## config.mk

```make
export PLATFORM = sky130hd
export DESIGN_NAME = video_stream_selector_flat
export DESIGN_NICKNAME = d
export VERILOG_FILES = /design/src/rtl/video_stream_selector_if.sv /design/src/rtl/video_stream_selector.sv /design/src/flat_wrapper.sv
export SDC_FILE = /design/constraint.sdc
export NUM_CORES = 1
export LEC_CHECK = 0
export CORE_ASPECT_RATIO = 2
export CORE_MARGIN = 8
export CORE_UTILIZATION = 29
export DETAILED_ROUTE_END_ITERATION = 8
export PLACE_DENSITY = 0.87
export SLEW_MARGIN = 20
export SYNTH_ARGS = -nofsm -noshare
export SYNTH_HDL_FRONTEND = slang
export SYNTH_SLANG_ARGS = --single-unit
```

## constraint.sdc

```tcl
create_clock -name clk -period 2.4 [get_ports clk]
set_input_delay 0.6 -clock clk [delete_from_list [all_inputs] [get_ports clk]]
set_output_delay 0.6 -clock clk [all_outputs]
set_load 0.1 [all_outputs]
```

## src/rtl/video_stream_selector_if.sv

```systemverilog
// Bundle of the selector's request, per-channel pixel inputs and display-side outputs.
// master = the side driving the source streams and sel, slave = the selector itself.
interface video_stream_selector_if #(
    parameter int NUM_CH = 8,
    parameter int DATA_W = 16,
    parameter int SEL_W  = 4
);
    logic [SEL_W-1:0]         sel;
    logic [NUM_CH-1:0]        in_valid;
    logic [NUM_CH-1:0]        in_vsync;
    logic [NUM_CH*DATA_W-1:0] in_data;
    logic                     out_valid;
    logic                     out_vsync;
    logic [DATA_W-1:0]        out_data;
    logic [SEL_W-1:0]         active_sel;
    logic                     pending;
    logic                     sel_err;

    modport master (
        output sel, in_valid, in_vsync, in_data,
        input  out_valid, out_vsync, out_data, active_sel, pending, sel_err
    );

    modport slave (
        input  sel, in_valid, in_vsync, in_data,
        output out_valid, out_vsync, out_data, active_sel, pending, sel_err
    );
endinterface

```

## src/rtl/video_stream_selector.sv

```systemverilog
// Frame-aligned video source selector: defers a source change to the next SOF of the requested
// channel, expands/inverts binary channels. Optional forced switch on timeout: SEL_TIMEOUT_EN.
module video_stream_selector #(
    parameter int                NUM_CH      = 8,
    parameter int                DATA_W      = 16,
    parameter int                SEL_W       = 4,
    parameter logic [NUM_CH-1:0] BIN_MASK    = 8'b1111_1000,
    parameter int                DEFAULT_CH  = 0,
    parameter int                TIMEOUT_CYC = 1048576
) (
    input  logic                   clk,
    input  logic                   rst,
    video_stream_selector_if.slave bus
);
    localparam int               N_EXT    = 1 << SEL_W;
    localparam logic [SEL_W:0]   NUM_CH_W = (SEL_W+1)'(NUM_CH);
    localparam logic [SEL_W-1:0] DEF_SEL  = SEL_W'(DEFAULT_CH);

    typedef enum logic {LOCKED = 1'b0, PENDING = 1'b1} state_t;

    // out_valid qualifies out_data/out_vsync on the same cycle; there is no backpressure,
    // so every cycle with out_valid=1 carries one pixel that the display must accept.
    state_t              state_q, state_d;
    logic [SEL_W-1:0]    pend_sel_q, pend_sel_d;
    logic [SEL_W-1:0]    active_sel_q, active_sel_d;
    logic [NUM_CH-1:0]   vsync_d_q;
    logic                out_valid_q, out_valid_d;
    logic                out_vsync_q, out_vsync_d;
    logic [DATA_W-1:0]   out_data_q, out_data_d;
    logic                sel_err_q, sel_err_d;

    logic                sel_valid;
    logic                do_switch;
    logic                force_switch;
    logic [SEL_W-1:0]    eff;
    logic [N_EXT-1:0]    valid_ext, vsync_ext, sof_ext, bin_ext;
    logic [DATA_W-1:0]   data_ext [N_EXT];

    // Channel vectors padded to the full sel range so any sel value indexes safely.
    for (genvar i = 0; i < N_EXT; i++) begin : g_ext
        if (i < NUM_CH) begin : g_ch
            assign valid_ext[i] = bus.in_valid[i];
            assign vsync_ext[i] = bus.in_vsync[i];
            assign sof_ext[i]   = bus.in_vsync[i] & ~vsync_d_q[i];
            assign bin_ext[i]   = BIN_MASK[i];
            assign data_ext[i]  = bus.in_data[i*DATA_W +: DATA_W];
        end else begin : g_pad
            assign valid_ext[i] = 1'b0;
            assign vsync_ext[i] = 1'b0;
            assign sof_ext[i]   = 1'b0;
            assign bin_ext[i]   = 1'b0;
            assign data_ext[i]  = '0;
        end
    end

    assign sel_valid = ({1'b0, bus.sel} < NUM_CH_W);

`ifdef SEL_TIMEOUT_EN
    localparam int            TW         = $clog2(TIMEOUT_CYC);
    localparam logic [TW-1:0] TIMER_LAST = TW'(TIMEOUT_CYC - 1);
    logic [TW-1:0] timer_q, timer_d;

    assign force_switch = (timer_q == TIMER_LAST);

    // Timer counts only while the same request keeps waiting; entry or retarget restarts it.
    always_comb begin
        timer_d = '0;
        if (state_q == PENDING && state_d == PENDING && pend_sel_d == pend_sel_q)
            timer_d = timer_q + 1'b1;
    end

    always_ff @(posedge clk or posedge rst) begin
        if (rst) timer_q <= '0;
        else     timer_q <= timer_d;
    end
`else
    assign force_switch = 1'b0;
`endif

    always_ff @(posedge clk or posedge rst) begin
        if (rst) begin
            state_q      <= LOCKED;
            pend_sel_q   <= DEF_SEL;
            active_sel_q <= DEF_SEL;
            vsync_d_q    <= '0;
            out_valid_q  <= 1'b0;
            out_vsync_q  <= 1'b0;
            out_data_q   <= '0;
            sel_err_q    <= 1'b0;
        end else begin
            state_q      <= state_d;
            pend_sel_q   <= pend_sel_d;
            active_sel_q <= active_sel_d;
            vsync_d_q    <= bus.in_vsync;
            out_valid_q  <= out_valid_d;
            out_vsync_q  <= out_vsync_d;
            out_data_q   <= out_data_d;
            sel_err_q    <= sel_err_d;
        end
    end

    // In PENDING: cancel beats retarget beats SOF/timeout switch; an invalid sel just waits.
    always_comb begin
        state_d      = state_q;
        pend_sel_d   = pend_sel_q;
        active_sel_d = active_sel_q;
        do_switch    = 1'b0;
        case (state_q)
            LOCKED: begin
                if (sel_valid && bus.sel != active_sel_q) begin
                    state_d    = PENDING;
                    pend_sel_d = bus.sel;
                end
            end
            PENDING: begin
                if (bus.sel == active_sel_q) begin
                    state_d = LOCKED;
                end else if (sel_valid && bus.sel != pend_sel_q) begin
                    pend_sel_d = bus.sel;
                end else if (sof_ext[pend_sel_q] || force_switch) begin
                    do_switch    = 1'b1;
                    active_sel_d = pend_sel_q;
                    state_d      = LOCKED;
                end
            end
            default: state_d = LOCKED;
        endcase
    end

    // The switching cycle already forwards the new source so its SOF pixel is not lost.
    always_comb begin
        eff         = do_switch ? pend_sel_q : active_sel_q;
        out_valid_d = valid_ext[eff];
        out_vsync_d = vsync_ext[eff];
        out_data_d  = bin_ext[eff] ? ~{DATA_W{data_ext[eff][0]}} : data_ext[eff];
        sel_err_d   = ~sel_valid;
    end

    assign bus.out_valid  = out_valid_q;
    assign bus.out_vsync  = out_vsync_q;
    assign bus.out_data   = out_data_q;
    assign bus.active_sel = active_sel_q;
    assign bus.pending    = (state_q == PENDING);
    assign bus.sel_err    = sel_err_q;
endmodule

```

## src/flat_wrapper.sv

```systemverilog
// flat-port wrapper written by rule: the top's interface ports become plain ports
module video_stream_selector_flat 
#(
    parameter int                NUM_CH      = 8,
    parameter int                DATA_W      = 16,
    parameter int                SEL_W       = 4,
    parameter logic [NUM_CH-1:0] BIN_MASK    = 8'b1111_1000,
    parameter int                DEFAULT_CH  = 0,
    parameter int                TIMEOUT_CYC = 1048576
)
  (clk, rst, bus_sel, bus_in_valid, bus_in_vsync, bus_in_data, bus_out_valid, bus_out_vsync, bus_out_data, bus_active_sel, bus_pending, bus_sel_err);
  video_stream_selector_if #(.NUM_CH(NUM_CH), .DATA_W(DATA_W), .SEL_W(SEL_W)) bus_i ();
  input  logic clk;
  input  logic rst;
  input wire logic [$bits(bus_i.sel)-1:0] bus_sel;
  input wire logic [$bits(bus_i.in_valid)-1:0] bus_in_valid;
  input wire logic [$bits(bus_i.in_vsync)-1:0] bus_in_vsync;
  input wire logic [$bits(bus_i.in_data)-1:0] bus_in_data;
  output wire logic [$bits(bus_i.out_valid)-1:0] bus_out_valid;
  output wire logic [$bits(bus_i.out_vsync)-1:0] bus_out_vsync;
  output wire logic [$bits(bus_i.out_data)-1:0] bus_out_data;
  output wire logic [$bits(bus_i.active_sel)-1:0] bus_active_sel;
  output wire logic [$bits(bus_i.pending)-1:0] bus_pending;
  output wire logic [$bits(bus_i.sel_err)-1:0] bus_sel_err;
  assign bus_i.sel = bus_sel;
  assign bus_i.in_valid = bus_in_valid;
  assign bus_i.in_vsync = bus_in_vsync;
  assign bus_i.in_data = bus_in_data;
  assign bus_out_valid = bus_i.out_valid;
  assign bus_out_vsync = bus_i.out_vsync;
  assign bus_out_data = bus_i.out_data;
  assign bus_active_sel = bus_i.active_sel;
  assign bus_pending = bus_i.pending;
  assign bus_sel_err = bus_i.sel_err;
  video_stream_selector #(.NUM_CH(NUM_CH), .DATA_W(DATA_W), .SEL_W(SEL_W), .BIN_MASK(BIN_MASK), .DEFAULT_CH(DEFAULT_CH), .TIMEOUT_CYC(TIMEOUT_CYC)) u_core (.clk(clk), .rst(rst), .bus(bus_i));
endmodule
```

======== Word-level counts from Yosys, hierarchy flattened ========
Memory sizes are Yosys's and may differ from the RTL's.
Index checks and enable logic that the tools add are counted.
storage, ports and cells
  flip-flop bits (word level) ............. 36
  ROM bits ................................ 16
  output and inout bits ................... 24
  memories kept ........................... 1
cells by class
  mux-type cells .......................... 25
  magnitude comparators ................... 4
  reduce and logical (&&, ||, !) cells .... 4
  equal/unequal tests ..................... 6
  bitwise logic cells ..................... 22
memories
  name              words  width  read ports  clocked after Yosys merged registers in  write ports  line                          text
  (name not given)  16     1      1           0                                        0            video_stream_selector.sv:135  out_data_d = bin_ext[eff] ? ~{DATA_W{data_ext[eff][0]}} : data_ext[eff];
operators with widths
  kind                count
  $bmux 16 s4         1
  $mux 16             3
  $mux 4              4
  $not 16->16         1
  $bmux 1 s4          3
  $mux 1              12
  $not 1->1           12
  $lt 4x5->1 const B  2
  $and 1x1->1         8
  $ne 4x4->1          2
  $pmux 4 s2          1
  $ge 5x5->1 const B  1
  $not 4->5           1
  $eq 4x4->1          1
  $lt 4x4->1 const B  1
  $ne 2x2->1 const B  2
  $reduce_and 4->1    1
  $reduce_and 3->1    1
  $logic_and 1x1->1   2
  $ne 2x1->1 const B  1
  $pmux 1 s2          1

======== Longest topological paths before layout ========
Gate-level depths: netlist (run 1).
  depth after elaboration ................. 15
  mapped depth ............................ 12
  mapped depth without buffers ............ 9

======== Least setup slack after synthesis (run 1) ========
OpenSTA, ideal clock, no wires.
  path type ............................... register to register
  start ................................... register u_core.active_sel_q[0] (netlist: u_core.bus.active_sel[0])
  end ..................................... register u_core.out_data_q[10] (netlist: u_core.bus.out_data[10])
  data arrival time ....................... 2,809 ps
  slack ................................... -487 ps
  stages on the path, launching flop included .. 10
  required time ........................... 2,323 ps
  library setup time ...................... 77 ps
  cell sequence ........................... dfrtp_1 xnor2_1 nand4_1 o211a_1 nand3_1 mux2_4 a211o_1 a311o_1 buf_6 o21ai_2
between the ends
  longest elaborated chain between the ends .. 10
  elaborated cells between the ends (all ways) .. 12
  classes of those cells .................. eq/ne (1); mux (8); bitwise (2); memory (1)
RTL lines
  what                                         line                          text
  from (decl)                                  video_stream_selector.sv:25   logic [SEL_W-1:0] active_sel_q, active_sel_d;
  from (signal assigned)                       video_stream_selector.sv:93   active_sel_q <= active_sel_d;
  $eq 4x4->1                                   video_stream_selector.sv:116  if (bus.sel == active_sel_q) begin
  $mux 1                                       video_stream_selector.sv:116
  $mux 1                                       video_stream_selector.sv:108  case (state_q)
  $mux 4 *                                     video_stream_selector.sv:132  eff = do_switch ? pend_sel_q : active_sel_q;
  $not 4->5 (implied by the code)              video_stream_selector.sv:135
  $bmux 16 s4                                  video_stream_selector.sv:135
  $mux 16 (implied by the code) (2 in series)  video_stream_selector.sv:135
  $not 16->16                                  video_stream_selector.sv:135
  $mux 16 *                                    video_stream_selector.sv:135
  named net u_core.out_data_d[10]              video_stream_selector.sv:29   logic [DATA_W-1:0] out_data_q, out_data_d;
  to (signal assigned)                         video_stream_selector.sv:97   out_data_q <= out_data_d;
  to (decl)                                    video_stream_selector.sv:29
Mark *: on every way through the listed nets, which the timed path passes. The rest lies on a longest branch. The select of a mux whose other input is x is not followed.
A chain may end at the register's enable or synchronous reset.

======== Final worst setup path (run 1) ========
  start ................................... register u_core.pend_sel_q[1]
  end ..................................... register u_core.out_data_q[7] (netlist: u_core.bus.out_data[7])
between the ends
  longest elaborated chain between the ends .. 13
  elaborated cells between the ends (all ways) .. 17
  classes of those cells .................. eq/ne (1); mux (12); bitwise (2); reduce/logical (1); memory (1)
RTL lines
  what                                         line                          text
  from (decl)                                  video_stream_selector.sv:24   logic [SEL_W-1:0] pend_sel_q, pend_sel_d;
  from (signal assigned)                       video_stream_selector.sv:92   pend_sel_q <= pend_sel_d;
  $bmux 1 s4                                   video_stream_selector.sv:120  end else if (sof_ext[pend_sel_q] || force_switch) begin
  $mux 1 (implied by the code)                 video_stream_selector.sv:120
  $mux 1                                       video_stream_selector.sv:120
  $mux 1                                       video_stream_selector.sv:118  end else if (sel_valid && bus.sel != pend_sel_q) begin
  $mux 1                                       video_stream_selector.sv:116
  $mux 1                                       video_stream_selector.sv:108
  $mux 4 *                                     video_stream_selector.sv:132
  $not 4->5 (implied by the code)              video_stream_selector.sv:135
  $bmux 16 s4                                  video_stream_selector.sv:135
  $mux 16 (implied by the code) (2 in series)  video_stream_selector.sv:135
  $not 16->16                                  video_stream_selector.sv:135
  $mux 16 *                                    video_stream_selector.sv:135
  named net u_core.out_data_d[7]               video_stream_selector.sv:29
Marks and branches as above.

==> results.yml, run 1 <==
outcome:
  status: "complete, but fails checks"
  violations: "negative setup slack"
setup_path:
  cp_max_fo: 7
  cp.required_ns: 2.61
  critPathTopFamily: "compound AO/OA/AOI/OAI gates"
  path_class: "reg -> reg"
  slowest_stage: "dfrtp_2"
  cpPeakStageDelay_ns: 0.46
  start_kind: "register"
  crit_arrival_ns: 2.86
  path_cells: "buf_6, buf_6, nor2_4, a32oi_2, o21ai_2, buf_4, nand3_4, mux2_4, a211o_1, a311o_2, clkbuf_16, o21ai_2"
  end_kind: "register"
  cp.buffers_inverters: 4
global_route:
  use_met2_pct: 28.3
  use_met1_pct: 13.5
  grt_pass1_wl_um: 11800
  grt_pass1_vias: 2379
  grt_busiest_layer: "met2"
  grt_overflow: 0
  grt_antenna_before_repair: 0
  grt_max_degree: 37
  use_met3_pct: 6.98
  grt_use_total_pct: 15.3
die:
  die_area_um2: 10100
  io_pins: 174
  start_util_pct: 29.5
  num_rows: 43
  die_w_um: 75.2
  die_h_um: 134
  core_um2: 6890
flow_run:
  maxCapViolations: 0
sta:
  tightest_slew_ns: 0.469
  min_period_ns: 2.65
  slew_viol_final: 0
  max_freq_ghz: 0.377
  fin_worst_skew_ns: 0.00585
  setup_ws_ns: -0.251
  grt_setup_unrepaired: "true"
  period_share_pct: 110
  max_slew_margin_pct: 68.8
  setup_viol: 18
  finalHoldViolations: 0
detailed_routing:
  drtIter0Drc: 69
  vias: 2052
  wl_per_cell_um: 18.4
  firstDrtPassIters: 4
  final_antenna_net_count: 0
  vias_per_cell: 4.96
  drt-total-wl_um: 7630
  drc: 0
synth:
  synth_xor_area_share_pct: 3.44
  synthCells: 173
  synth_top_area_share_pct: 44.3
  synth_top_family_by_area: "compound AO/OA/AOI/OAI gates"
  netlist_area_um2: 2030
  synth_seq_area_share_pct: 44.3
  yosys_warnings: 0
  syn_nets: 323
  synthSimpleGateAreaFrac_pct: 9.04
  synth_top_cell_by_area: "dfrtp_1"
  synthTopCellsByArea: "dfrtp_1 (44%), mux2_2 (9.4%), mux4_2 (6.6%), a22oi_1 (5.5%), o21ai_2 (4.3%)"
  ys_ff_latch: 36
  synthMuxAreaShare_pct: 17.3
  syn_avg_cell_area_um2: 11.8
  synth_cell_types: 52
  synth-main-ff-cell: "dfrtp_1"
  synth_fa_ha_area_share_pct: 0
  synthArstFlopShare_pct: 100
  synth_edf_count: 0
  synth_compound_area_share_pct: 20.5
clocking:
  cts_tree: "yes"
  clockBufferDepth: 2
  cts_inserted_buffers: 5
  clkLatencyLatePin_ns: 0.28
  cts_hold_buffers: 0
  cts.sinks: 36
  root_buffer: "clkbuf_16"
  htreeDepth: 2
  clk_pin_slew_worst_paths_ns: 0.06
placement:
  dpl_cell_area_um2: 3330
  numPortBuffers: 98
  place_congestion: 0.875
  dpl.hpwl_um: 5780
cells_and_area:
  layout-drive-gt1-share_pct: 50.9
  stdcell_area_um2: 3770
  fillCellCount: 613
  nNetsFinal: 473
  syn2layout_area_growth_pct: 85.5
  diodes: 0
  final_util_pct: 54.8
pwr:
  leakage_nw: 1.65
  p_per_area_nw_per_um2: 1520
  peakVddDrop_uv: 1110
min_path:
  hold_path_class: "in -> reg"
synth_stat cells, types with 2 or more instances:
master    instances
a211o_1           2
a21oi_1           2
a22o_1            2
a22oi_1          15
a311o_1           2
a31oi_1           2
buf_2             3
buf_6             2
clkbuf_1          2
dfrtp_1          36
inv_1             7
inv_2             2
mux2_2           17
mux4_2            6
nand2_1           3
nand3_1           2
nand4_1           2
nor2_1            4
nor2b_1           4
nor4b_2           2
o21ai_0           9
o21ai_1           2
o21ai_2          10
xnor2_1           5
xor2_1            3
cell families (layout without fill, tap and decap cells):
group                  Yosys count  after routing
AO/OA/AOI/OAI                   56             56
AND/OR/NAND/NOR                 28             28
buffers and inverters           20            170
multiplexers                    25             26
XOR/XNOR                         8              8
flip-flops                      36             36
report_power, final:
group | switching [mW] | total, mW | leakage, nW | internal [mW]
registers | 0.0921 | 0.932 | 0.422 | 0.840
clock network | 0.237 | 0.725 | 0.0808 | 0.488
logic | 2.57 | 4.07 | 1.14 | 1.50
routing by layer:
layer | wire length (µm) | up-vias | part of all wire (%)
met5 | 0 | - | 0
met4 | 215 | 0 | 2.8
met3 | 798 | 16 | 10
met2 | 4310 | 84 | 56
met1 | 2300 | 993 | 30
li1 | - | 959 | -
final timing paths:
check / start / endpoint / slack, ns / cells past startpoint
min reg2reg: u_core.pend_sel_q[3]$_DFFE_PP0P_ / u_core.pend_sel_q[3]$_DFFE_PP0P_ / 0.53 / 1
min in group asynchronous: rst / u_core.bus.out_data[9]$_DFF_PP0_ / 0.72 / 3
max in group asynchronous: rst / u_core.bus.active_sel[2]$_DFFE_PP0P_ / 1.31 / 3
max reg2reg: u_core.pend_sel_q[1]$_DFFE_PP0P_ / u_core.bus.out_data[7]$_DFF_PP0_ / -0.25 / 12
min: bus_in_vsync[6] / u_core.vsync_d_q[6]$_DFF_PP0_ / 0.43 / 1
max: u_core.pend_sel_q[1]$_DFFE_PP0P_ / u_core.bus.out_data[7]$_DFF_PP0_ / -0.25 / 12
cells in the final DEF (no fill, tap or decap), types with 4 or more instances in the layout:
cell | synthesis | layout
buf_4 | 1 | 72
clkdlybuf4s50_1 | 0 | 62
dfrtp_1 | 36 | 29
o21ai_2 | 10 | 17
mux2_2 | 17 | 17
a22oi_1 | 15 | 12
inv_1 | 7 | 7
dfrtp_2 | 0 | 7
mux4_2 | 6 | 6
clkbuf_16 | 0 | 6
dlygate4sd2_1 | 0 | 5
buf_6 | 2 | 5
xnor2_1 | 5 | 4
o21ai_0 | 9 | 4
state kept, by name, summed over array words and instances, names as in the netlist:
name                   count
u_core.vsync_d_q           8
u_core.bus.out_vsync       1
u_core.bus.out_data       16
u_core.bus.active_sel      4
u_core.bus.sel_err         1
u_core.bus.out_valid       1
u_core.bus.pending         1
u_core.pend_sel_q          4
per-stage QoR:
step	total power, mW	setup TNS (ns)	hold slack (ns)	setup slack (ns)	std cells
CTS	5.64	-3.02	0.428	-0.199	408
global placement	4.55	-15.35	0.509	-0.859	391
floorplan	3.60	-3.13	0.485	-0.225	173
finish	5.73	-4.09	0.429	-0.251	414
detailed placement	4.61	-17.19	0.514	-0.954	391
global route	5.97	-5.63	0.431	-0.339	414
final cells by class:
cell class / count / area (µm²) / share of cell area, %
multi-input cells: 118 / 1200 / 31.8
well taps: 90 / 113 / 2.98
inverters: 10 / 42.5 / 1.13
repair buffers: 152 / 1350 / 35.7
clock buffers: 6 / 129 / 3.41
clock inverters: 2 / 35.0 / 0.928
flip-flops and latches: 36 / 910 / 24.1
repair_timing:
item,in CTS,in global routing
endpoints found under the setup margin,19,18
setup buffers,7,6
pin swaps,21,2
cloned,2,0
gates resized for setup,57,15
Power figures use the tool's default switching activity.
==> run 2: changes to the inputs <==
--- a/config.mk
+++ b/config.mk
@@ -8,8 +8,11 @@
 export CORE_ASPECT_RATIO = 2
 export CORE_MARGIN = 8
 export CORE_UTILIZATION = 29
+export CTS_CLUSTER_DIAMETER = 120
+export CTS_CLUSTER_SIZE = 12
 export DETAILED_ROUTE_END_ITERATION = 8
 export PLACE_DENSITY = 0.87
+export RECOVER_POWER = 50
 export SLEW_MARGIN = 20
 export SYNTH_ARGS = -nofsm -noshare
 export SYNTH_HDL_FRONTEND = slang
==> run 2 against run 1 <==
Compared with the run above: the flow still finishes with violations (negative setup slack); maximum frequency is essentially flat; count of clock-buffer cells in the layout unchanged; clock skew is essentially flat; sequential power about the same; die area did not move; setup slack improved by 0.0022 ns; final cell count unchanged; non-clock buffer count unchanged; critical path depth is the same; critical endpoint unchanged.
==> results.yml, run 2 (synthesized netlist as in run 1, its figures left out) <==
sta:
  setup_ws_ns: -0.248
  max_slew_margin_pct: 39.5
  hold_ws_ns: 0.428
  setup_viol: 18
  grt_setup_unrepaired: "true"
  tightest_slew_ns: 0.907
  finalHoldViolations: 0
  max_freq_ghz: 0.378
  min_period_ns: 2.65
  period_share_pct: 110
  fin_worst_skew_ns: 0.00584
  slew_viol_final: 0
detailed_routing:
  wl_per_cell_um: 18.4
  final_antenna_net_count: 0
  vias_per_cell: 4.95
  drc: 0
  drt-total-wl_um: 7620
  vias: 2051
  firstDrtPassIters: 4
  drtIter0Drc: 70
setup_path:
  slowest_stage: "dfrtp_2"
  r2r_start: "u_core.pend_sel_q[1]$_DFFE_PP0P_"
  path_cells: "buf_6, buf_6, nor2_4, a32oi_2, o21ai_2, buf_4, nand3_4, mux2_4, a211o_1, a311o_2, clkbuf_16, o21ai_2"
  cp_max_fo: 7
  path_class: "reg -> reg"
  crit_start: "u_core.pend_sel_q[1]$_DFFE_PP0P_"
  end_kind: "register"
  cpPeakStageDelay_ns: 0.46
  cp.required_ns: 2.61
  start_kind: "register"
  crit_arrival_ns: 2.86
die:
  start_util_pct: 29.5
  core_um2: 6890
  die_area_um2: 10100
  die_w_um: 75.2
  die_h_um: 134
  io_pins: 174
  num_rows: 43
cells_and_area:
  stdcell_area_um2: 3770
  final-instance-count-excl-fill: 414
  nNetsFinal: 473
  diodes: 0
  fillCellCount: 613
  layout-drive-gt1-share_pct: 50.6
  final_util_pct: 54.7
  multi_input_comb_area_um2: 1200
  syn2layout_area_growth_pct: 85.2
  final_common_cell: "buf_4"
  largest_reg_flops: 16
  most-common-layout-cells: "buf_4 (66), clkdlybuf4s50_1 (61), dfrtp_1 (29)"
  seq_area_um2: 910
pwr:
  seqPwrFrac_pct: 16.3
  combPwrFrac_pct: 71.1
  internal_power_mw: 2.82
  leakage_nw: 1.64
  p_per_area_nw_per_um2: 1520
  p_sw_mw: 2.90
  switching_share_pct: 50.7
  peakVddDrop_uv: 1110
  power.share.clock_pct: 12.6
  total_power_mw: 5.73
flow_run:
  maxCapViolations: 0
clocking:
  cts_inserted_buffers: 5
  htreeDepth: 2
  clockBufferDepth: 2
  cts_hold_buffers: 0
  clkLatencyLatePin_ns: 0.28
  clk_pin_slew_worst_paths_ns: 0.06
  cts_tree: "yes"
  cts.sinks: 36
  root_buffer: "clkbuf_16"
global_route:
  grt_antenna_before_repair: 0
  grt_max_degree: 37
  grt_overflow: 0
  grt_pass1_wl_um: 11800
  grt_pass1_vias: 2379
  grt_use_total_pct: 15.3
placement:
  numPortBuffers: 98
  dpl_cell_area_um2: 3330
  place_congestion: 0.875
  dp.cells: 391
  dpl.hpwl_um: 5780
outcome:
  status: "complete, but fails checks"
  violations: "negative setup slack"
min_path:
  hold_path_class: "in -> reg"
  min_from: "bus_in_vsync[6]"
[run 2: cell count changes in the layout (fill, tap and decap cells not counted)]
cell             change
dlygate4sd3_1        +1
clkbuf_4             +4
clkbuf_1             +1
buf_4                -6
clkbuf_2             +1
clkdlybuf4s50_1      -1
[run 2: layout make-up]
cell class	instances	share of cell area (%)
clock buffer	6	3.42
clock inverter	2	0.930
inverter	10	1.13
multi-input combinational	118	31.8
sequential	36	24.1
tap	90	2.99
timing repair buffer	152	35.6
[run 2: stage by stage]
step,setup slack (ns),TNS [ns]
2_1_floorplan,-0.225,-3.13
3_3_place_gp,-0.859,-15.35
3_5_place_dp,-0.954,-17.19
4_1_cts,-0.199,-3.02
5_1_grt,-0.339,-5.63
6_report,-0.248,-4.05
[run 2: worst paths after layout]
path	to	slack [ns]	cells after the start
worst max register to register	u_core.bus.out_data[7]$_DFF_PP0_	-0.25	12
worst max-delay path	u_core.bus.out_data[7]$_DFF_PP0_	-0.25	12
worst min register to register	u_core.pend_sel_q[3]$_DFFE_PP0P_	0.53	1
min in group asynchronous	u_core.bus.out_data[9]$_DFF_PP0_	1.02	3
max in group asynchronous	u_core.bus.active_sel[2]$_DFFE_PP0P_	0.73	3
worst min-delay path	u_core.vsync_d_q[6]$_DFF_PP0_	0.43	1
[run 2: power by group through the flow]
stage	combinational [mW]	clock (mW)	sequential [mW]
after detailed placement	3.67	0	0.940
final	4.07	0.724	0.932
after floorplan	1.28	0	2.32
after global placement	3.61	0	0.940
after CTS	3.98	0.730	0.934
after global routing	4.25	0.758	0.956
[run 2: worst max-delay path: cells and delay by family (launching register included)]
family                 cells  cell delay, ns
AOI/OAI and AO/OA          5            0.97
buffers and inverters      4            0.61
DFF                        1            0.46
muxes                      1            0.35
and+or+nand+nor            2            0.18
[run 2: layer usage]
metal	up-vias	global-route usage, %	wire (µm)
met5	-	0	0
met1	991	13.5	2310
li1	959	-	-
met4	0	5.60	217
met3	17	6.98	796
met2	84	28.3	4300
[run 2: repair_timing]
item	CTS	global route
gates cloned	2	0
buffers inserted	7	6
pin swaps	21	2
setup endpoints to repair	19	18
resized for setup	57	15
==> run 3: changes to the inputs <==
--- a/config.mk
+++ b/config.mk
@@ -7,11 +7,11 @@
 export LEC_CHECK = 0
 export CORE_ASPECT_RATIO = 2
 export CORE_MARGIN = 8
-export CORE_UTILIZATION = 29
+export CORE_UTILIZATION = 32
 export CTS_CLUSTER_DIAMETER = 120
 export CTS_CLUSTER_SIZE = 12
 export DETAILED_ROUTE_END_ITERATION = 8
-export PLACE_DENSITY = 0.87
+export PLACE_DENSITY = 0.91
 export RECOVER_POWER = 50
 export SLEW_MARGIN = 20
 export SYNTH_ARGS = -nofsm -noshare
==> constraint.sdc (replaced) <==
create_clock -name clk -period 2.9 [get_ports clk]
set_input_delay 0.725 -clock clk [delete_from_list [all_inputs] [get_ports clk]]
set_output_delay 0.725 -clock clk [all_outputs]
set_load 0.1 [all_outputs]
==> run 3 against run 2 <==
Compared with the run above: the run now ends clean; total power down 20%; clock skew up 0.0051 ns; non-clock buffer count down 10; sequential power down 14%; global-route usage up 0.70 points; clock power down 26%; die area down 7.9%; worst hold slack better by 0.12 ns; count of clock-buffer cells in the layout unchanged; first-iteration DRC count up 74%.
==> results.yml, run 3 (synthesized netlist as in run 1, its figures left out) <==
detailed_routing:
  drc: 0
  wl_per_cell_um: 18.7
  vias: 2064
  firstDrtPassIters: 4
  drtIter0Drc: 122
  vias_per_cell: 5.17
  drt-total-wl_um: 7470
  final_antenna_net_count: 0
cells_and_area:
  diodes: 0
  layout-drive-gt1-share_pct: 44.1
  final_util_pct: 58.2
  final_common_cell: "clkdlybuf4s50_1"
  syn2layout_area_growth_pct: 77.6
  nNetsFinal: 462
  most-common-layout-cells: "clkdlybuf4s50_1 (61), buf_4 (52), dfrtp_1 (34)"
  fillCellCount: 488
  largest_reg_flops: 16
  final-instance-count-excl-fill: 399
min_path:
  holdPathEnd: "u_core.pend_sel_q[3]$_DFFE_PP0P_"
  min_from: "u_core.pend_sel_q[3]$_DFFE_PP0P_"
  holdPathStages: 1
  hold_path_class: "reg -> reg"
setup_path:
  r2r_start: "u_core.pend_sel_q[1]$_DFFE_PP0P_"
  worstReg2RegEnd: "u_core.bus.out_data[2]$_DFF_PP0_"
  cp_max_fo: 8
  start_kind: "primary input"
  r2r_cells: 10
  cp.required_ns: 3.10
  crit_arrival_ns: 3.02
  end_kind: "register"
  path_class: "in -> reg"
  r2r_slack_ns: 0.15
die:
  start_util_pct: 32.8
  num_rows: 41
  io_pins: 174
  die_w_um: 72.4
  die_h_um: 129
  die_area_um2: 9320
  core_um2: 6210
sta:
  finalSetupTns_ns: 0
  min_period_ns: 2.82
  slew_viol_final: 0
  tightest_slew_ns: 1.23
  max_freq_ghz: 0.354
  fin_worst_skew_ns: 0.0110
  max_slew_margin_pct: 18.2
  period_share_pct: 97.3
  setup_viol: 0
  finalHoldViolations: 0
global_route:
  grt_overflow: 0
  grt_antenna_before_repair: 0
  grt_pass1_vias: 2401
  grt_max_degree: 37
  grt_pass1_wl_um: 11800
  grt_use_total_pct: 16.0
pwr:
  power.share.clock_pct: 11.8
  p_sw_mw: 2.37
  switching_share_pct: 51.8
  seqPwrFrac_pct: 17.6
  p_per_area_nw_per_um2: 1260
  internal_power_mw: 2.20
  combPwrFrac_pct: 70.6
  leakage_nw: 1.58
  peakVddDrop_uv: 796
clocking:
  clockBufferDepth: 2
  root_buffer: "clkbuf_16"
  cts.sinks: 36
  cts_inserted_buffers: 5
  cts_tree: "yes"
  clk_pin_slew_worst_paths_ns: 0.06
  htreeDepth: 2
  clkLatencyLatePin_ns: 0.29
  cts_hold_buffers: 0
placement:
  dp.cells: 374
  place_congestion: 0.849
  dpl.hpwl_um: 5380
  numPortBuffers: 98
flow_run:
  maxCapViolations: 0
outcome:
  status: "complete, no violations"
-- run 3: area by class of cell --
cell class | instances | area (µm²) | area share, %
clock buffers | 6 | 139 | 3.84
repair buffers | 142 | 1270 | 35.1
well taps | 86 | 108 | 2.98
inverters | 10 | 40.0 | 1.11
flip-flops and latches | 36 | 903 | 25.0
multi-input cells | 117 | 1140 | 31.7
clock inverters | 2 | 10.0 | 0.277
-- run 3: power groups by stage --
stage	combinational (mW)	clock (mW)	sequential, mW
after detailed placement	2.89	0	0.807
after floorplan	1.02	0	1.92
after global routing	3.37	0.571	0.821
after global placement	2.82	0	0.799
final	3.22	0.537	0.803
after CTS	3.18	0.537	0.802
-- run 3: routing by layer --
metal	wire [µm]	part of all wire (%)	global-route usage, %
met5	0	0	0
met4	99	1.3	5.82
met3	869	12	7.56
met2	3600	48	26.4
met1	2900	39	17.4
-- run 3: worst max-delay path by stage --
stage	startpoint	cells past startpoint	end	slack, ns
after detailed placement	bus_in_vsync[5]	12	u_core.bus.out_data[2]$_DFF_PP0_	-0.59
after global placement	bus_in_vsync[6]	10	u_core.bus.out_data[1]$_DFF_PP0_	-0.53
after global routing	bus_sel[1]	13	u_core.bus.out_data[0]$_DFF_PP0_	-0.02
after floorplan	u_core.bus.active_sel[0]$_DFFE_PP0P_	9	u_core.bus.out_data[10]$_DFF_PP0_	0.01
after CTS	bus_in_vsync[7]	11	u_core.bus.out_data[2]$_DFF_PP0_	0.01
final	bus_sel[1]	10	u_core.bus.out_data[2]$_DFF_PP0_	0.08
-- run 3: critical path, cell delays in order --
cell	delay, ns
dlygate4sd2_1	0.29
xor2_1	0.16
o21ai_1	0.24
o211a_1	0.24
nand3_2	0.10
mux2_4	0.36
a211o_1	0.26
a311o_2	0.40
buf_12	0.16
o21ai_1	0.08
-- run 3: metrics by stage --
stage | area, µm² | power (mW) | hold WS [ns] | setup slack, ns
final | 3610 | 4.56 | 0.551 | 0.0780
after global routing | 3610 | 4.76 | 0.571 | -0.0249
after CTS | 3580 | 4.52 | 0.551 | 0.00956
after detailed placement | 3210 | 3.70 | 0.527 | -0.588
after global placement | 3210 | 3.62 | 0.507 | -0.527
after floorplan | 2030 | 2.94 | 0.485 | 0.0132
-- run 3: timing repair --
action                                  in CTS  in global routing
gates resized for setup                     41                 19
endpoints found under the setup margin      18                 18
buffers inserted                             9                  6
gates cloned                                 2                  0
pin swaps                                   14                  9
